===== src/rtl/cpu_nic.sv =====
// Memory-mapped NIC bridging the processor data port to the ring router local port; one RX and one TX packet buffer.
// Optional macro NIC_POLARITY_GATE_EN offers transmit only on even-polarity cycles.
module cpu_nic #(
  parameter int DATA_W = 64,
  parameter int ADDR_W = 2
) (
  input  logic              clk,
  input  logic              reset,
  input  logic [ADDR_W-1:0] addr,
  input  logic [0:DATA_W-1] d_in,
  input  logic              nicEn,
  input  logic              nicWrEn,
  output logic [0:DATA_W-1] d_out,
  input  logic [0:DATA_W-1] net_di,
  input  logic              net_vi,
  output logic              net_ri,
  output logic [0:DATA_W-1] net_do,
  output logic              net_vo,
  input  logic              net_ro,
  input  logic              net_polarity
);

  localparam logic [ADDR_W-1:0] A_RX_DATA = ADDR_W'(0);
  localparam logic [ADDR_W-1:0] A_RX_STAT = ADDR_W'(1);
  localparam logic [ADDR_W-1:0] A_TX_DATA = ADDR_W'(2);
  localparam logic [ADDR_W-1:0] A_TX_STAT = ADDR_W'(3);

  logic [0:DATA_W-1] rx_buf;
  logic              rx_full;
  logic [0:DATA_W-1] tx_buf;
  logic              tx_full;
  logic              gate;

`ifdef NIC_POLARITY_GATE_EN
  assign gate = !net_polarity;
`else
  logic unused_polarity;
  assign unused_polarity = net_polarity;
  assign gate = 1'b1;
`endif

  logic load, store, rx_take, rx_pop, tx_drain, tx_accept;

  assign load      = nicEn && !nicWrEn;
  assign store     = nicEn && nicWrEn;
  assign net_ri    = !rx_full;
  assign rx_take   = net_vi && net_ri;
  assign rx_pop    = load && (addr == A_RX_DATA);
  assign net_do    = tx_buf;
  assign net_vo    = tx_full && gate;
  assign tx_drain  = net_vo && net_ro;
  // A drain on the same edge frees the slot, so a store then still lands.
  assign tx_accept = store && (addr == A_TX_DATA) && (!tx_full || tx_drain);

  always_ff @(posedge clk or negedge reset) begin
    if (!reset) begin
      rx_buf  <= '0;
      rx_full <= 1'b0;
    end else if (rx_take) begin
      rx_buf  <= net_di;
      rx_full <= 1'b1;
    end else if (rx_pop) begin
      rx_full <= 1'b0;
    end
  end

  always_ff @(posedge clk or negedge reset) begin
    if (!reset) begin
      tx_buf  <= '0;
      tx_full <= 1'b0;
    end else if (tx_accept) begin
      tx_buf  <= d_in;
      tx_full <= 1'b1;
    end else if (tx_drain) begin
      tx_full <= 1'b0;
    end
  end

  always_ff @(posedge clk or negedge reset) begin
    if (!reset) begin
      d_out <= '0;
    end else if (load) begin
      case (addr)
        A_RX_DATA: d_out <= rx_buf;
        A_RX_STAT: d_out <= {{(DATA_W-1){1'b0}}, rx_full};
        A_TX_STAT: d_out <= {{(DATA_W-1){1'b0}}, tx_full};
        default:   d_out <= '0;
      endcase
    end
  end

endmodule


===== config.mk =====
export PLATFORM = sky130hd
export DESIGN_NAME = cpu_nic
export DESIGN_NICKNAME = d
export VERILOG_FILES = /design/src/rtl/cpu_nic.sv
export SDC_FILE = /design/constraint.sdc
export NUM_CORES = 1
export LEC_CHECK = 0
export CORE_ASPECT_RATIO = 2
export CORE_UTILIZATION = 49
export CTS_BUF_LIST = sky130_fd_sc_hd__clkbuf_8
export DETAILED_ROUTE_END_ITERATION = 16
export HOLD_SLACK_MARGIN = 0.15
export PLACE_DENSITY_LB_ADDON = 0.15
export SYNTH_ARGS = -nofsm -noshare
export SYNTH_HDL_FRONTEND = slang
export SYNTH_SLANG_ARGS = --single-unit

===== constraint.sdc =====
create_clock -name clk -period 3.4 [get_ports clk]
set_input_delay 0.51 -clock clk [delete_from_list [all_inputs] [get_ports clk]]
set_output_delay 0.51 -clock clk [all_outputs]
set_load 0.005 [all_outputs]

[Word-level counts from Yosys, hierarchy flattened]
Cells that the tools add are included.
Word-level totals
  flip-flop bits (word level): 194
  bits of input ports: 137
  output and inout port bits: 130
  word-level logic and storage cells: 27
Operators by class
  equality and inequality tests: 3
  mux-type cells: 5
  reduce and logical (&&, ||, !) cells: 14
Operators with widths (count)
  $pmux W64 S3: 1
  $logic_and A1 B1 Y1: 7
  $eq A2 B2 Y1 const B: 2
  $mux W1: 4
  $reduce_bool A2 Y1: 2
  $logic_not A1 Y1: 3
  $eq A2 B1 Y1 const B: 1
  $logic_not A2 Y1: 1
  $logic_or A1 B1 Y1: 1

[Logic depth before layout (Yosys ltp)]
  word-level depth: 5
  mapped depth: 5
  mapped depth without buffers: 3

[Worst setup path before layout]
OpenSTA, ideal clock, no wires.
  path type: input to register
  start point: in addr[0]
  end point: reg tx_buf (netlist bit net_do[10])
  setup time: 0.127 ns
  arrival time: 1.502 ns
  required time: 3.273 ns
  slack: 1.771 ns
  cell stages on the path: 5
  path buffers: 2
  cell sequence: nand2b_1 nor3b_2 buf_4 buf_6 mux2_1
Between the ends
  longest elaborated chain between the ends: 3
Ends and longest elaborated chain
  start: declaration: RTL line 9  | input logic [ADDR_W-1:0] addr,
  $eq A2 B2 Y1: RTL line 53  | assign tx_accept = store && (addr == A_TX_DATA) && (!tx_full || tx_drain);
  $logic_and A1 B1 Y1 (2 in series): RTL line 53
  end signal: assignment: RTL line 72  | tx_buf <= d_in;
  end: declaration: RTL line 30  | logic [0:DATA_W-1] tx_buf;
Every way passes these cells.
A chain may end at the register's enable or synchronous reset.

[Worst setup path in the final report]
  start point: reg rx_full
  end point: out net_ri
Between the ends
  longest elaborated chain between the ends: 1
Ends and longest elaborated chain
  start: declaration: RTL line 29  | logic rx_full;
  start signal: assignment: RTL line 58  | rx_full <= 1'b0;
  start signal: assignment: RTL line 61  | rx_full <= 1'b1;
  start signal: assignment: RTL line 63  | rx_full <= 1'b0;
  $logic_not A1 Y1: RTL line 46  | assign net_ri = !rx_full;
  end: declaration: RTL line 16  | output logic net_ri,
Every way passes these cells.

==> results.md <==
- Outcome: finished clean
- Cell Pwr Density: 637 nW/µm²
- Async SR Flop Fraction: 1.00
- Post-CTS resize count: 0
- Grt ovf: 0
- Die area: 15,100 µm²
- Pin count of the biggest net entering global routing: 94
- Crit end category: output port
- Largest family of logic cells by synthesized area: multiplexers
- Crit path DAT: 1.56 ns
- Die X: 87.3 µm
- Total number of vias: 4,700
- Sequential share of the synthesized area: 0.680
- Area growth, synth to finish: 44.8%
- Worst Tran Pin Value: 0.752 ns
- CP Cell Sequence: inv_1 -> clkdlybuf4s50_1
- Crit path time final: 2.07 ns
- RSZ-0062 raised after global routing: no
- # IOs: 267
- Max clock buf depth: 2
- Num CTS Buffers: 17
- Synth Flop Type: dfrtp_1
- Xor/xnor share of the synthesized area: 0
- CTS sink count: 194
- #FFs+latches synth: 194
- Core ar.: 14,300 µm²
- Routed Antenna Nets: 0
- Synthesized net count: 564
- Worst-path fanout max: 3
- Crit path largest cell delay: 0.55 ns
- Post-CTS Setup Inserts: 0
- GP Congestion: 0.811
- Commonest cells post-synth: dfrtp_1, mux2_2, a22o_1, mux2_1, buf_2
- Synth top area share: 0.680
- H-tree depth: 4
- Clock-pin slew on the worst setup and hold paths: 0.10 ns
- Layout cell share with drive strength beyond 1: 0.160
- Total GRT Usage: 0.238
- Placed cell area: 9940 µm²
- Max cap viols: 0
- Vias in the first global route: 5,199
- First-pass GRT wire length: 27.1 mm
- PortBufs: 265
- Cell area after synthesis: 7130 µm²
- Power Total: 6.58 mW
- Yosys top cell by area: dfrtp_1
- Worst VDD drop: 0.000522 V
- Hold Crit Class: reg2reg
- WL/cell: 19.2 µm
- Period utilisation layout: 0.609
- Setup CP Type: reg2out
- Syn Inst Count: 427
- Max-slew violations: 0
- 1st-pass router iterations: 4
- Starting DRT DRC Count: 163
- Post-synthesis mux area share: 0.204
- Final Hold Fails: 0
- Startpoint Class: flop
- Final Cell Area: 10,300 µm²
- Netlist cell types: 20
- Max transition margin: 0.499
- Layout Nets: 829
- Clock Tree Root: clkbuf_8
- Lkg Pwr: 4.42 nW
- Peak Freq: 483 MHz
- Final setup viols: 0
- TritonCTS clock tree: built
- Post-Route WL: 17.2 mm
- Fin util: 0.724
- Die height: 173 µm
- Post-route DRC: 0
- Yosys warning total: 0
- Register area: 4850 µm²
- Post-synth EDFFs: 0
- Leading post-synthesis cells by cell area: dfrtp_1, mux2_2, mux2_1
- Post-synthesis adder-cell area fraction: 0
- Vias per inst: 5.23
- Post-synthesis simple-gate area fraction: 0.00772
- Row cnt: 62
- Final setup TNS: 0 ns
- Final HPWL DP: 12.4 mm
- WP data required: 2.89 ns
- Fillers: 1,021
- Final Skew: 0.0132 ns
- Antenna violations before repair: 1
- CP max-delay cell: clkdlybuf4s50_1
- Compound-Gate Fraction of Synth Area: 0.0810
- Clk Latency, worst-skew pair: 0.46 ns
- Multi-input gate area: 2110 µm²
- Mean Syn Cell Area: 16.7 µm²
- Most common cell in the synthesized netlist: dfrtp_1
- Starting Density: 0.500
layer usage:
metal  routed length [µm]  up-vias  GRT usage
met4                  692        0      0.109
met1                 6140     2372      0.260
met3                 1360       38     0.0749
li1                     -     2087          -
met2                 9040      203      0.410
met5                    0        -          0
timing repair:
item | CTS | global route
hold buffers | 1 | 0
setup endpoints to repair | 0 | 0
endpoints found under the hold margin | 91 | 0
final timing paths:
check / from / end / slack [ns] / cells after the start
setup / recovery: rx_full / net_ri / 1.33 / 2
hold / removal: net_do[18] / net_do[18] / 0.49 / 1
setup reg to reg: net_vo / net_do[33] / 1.82 / 4
hold reg to reg: net_do[18] / net_do[18] / 0.49 / 1
max in group asynchronous: reset / d_out[19] / 1.81 / 3
min in group asynchronous: reset / net_do[43] / 0.67 / 2
cell families (layout without fill, tap and decap cells):
group | Yosys count | count (layout)
multiplexers | 129 | 129
other | 0 | 1
flip-flops | 194 | 194
AO/OA/AOI/OAI | 67 | 67
buffers and inverters | 29 | 307
AND/OR/NAND/NOR | 8 | 8
state kept, by name (all words and copies together), names as in the netlist:
signal   flops
d_out       64
net_vo       1
rx_buf      64
net_do      64
rx_full      1
report_power, final:
part           switching (mW)  leakage [nW]  internal, mW
sequential              0.374          2.41          3.00
clock                   0.820         0.183         0.607
combinational           0.561          1.83          1.22
final cells by class:
type	instances	share of cell area
Antenna cell	1	0.000242
Clock buffer	18	0.0240
Clock inverter	14	0.0124
Inverter	2	0.000727
Multi-Input combinational cell	204	0.204
Sequential cell	194	0.470
Tap cell	192	0.0233
Timing Repair Buffer	273	0.266
cell usage in the layout (no fill, tap or decap), types with 2 or more instances in the layout:
cell	synthesis	layout
clkinv_2	0	3
dfrtp_1	194	194
a22o_1	63	63
buf_12	0	2
clkinvlp_4	0	4
nand2b_1	3	2
inv_1	2	2
mux2_1	60	60
buf_4	1	5
mux2_2	69	69
clkdlybuf4s50_1	0	264
clkbuf_8	0	19
inv_6	0	5
stage by stage:
stage / setup WS [ns] / hold slack (ns) / instances
finish: 1.33 / 0.493 / 898
detailed placement: 1.04 / 0.474 / 864
global route: 1.28 / 0.503 / 898
CTS: 1.30 / 0.496 / 897
global placement: 1.07 / 0.466 / 864
floorplan: 1.77 / 0.214 / 427
critical path, delay by kind of cell, from the launching register on:
family,cells,cell delay (ns)
flip-flops,1,0.45
buffers and inverters,2,0.64
No activity file was read; power rests on OpenSTA's default activity.
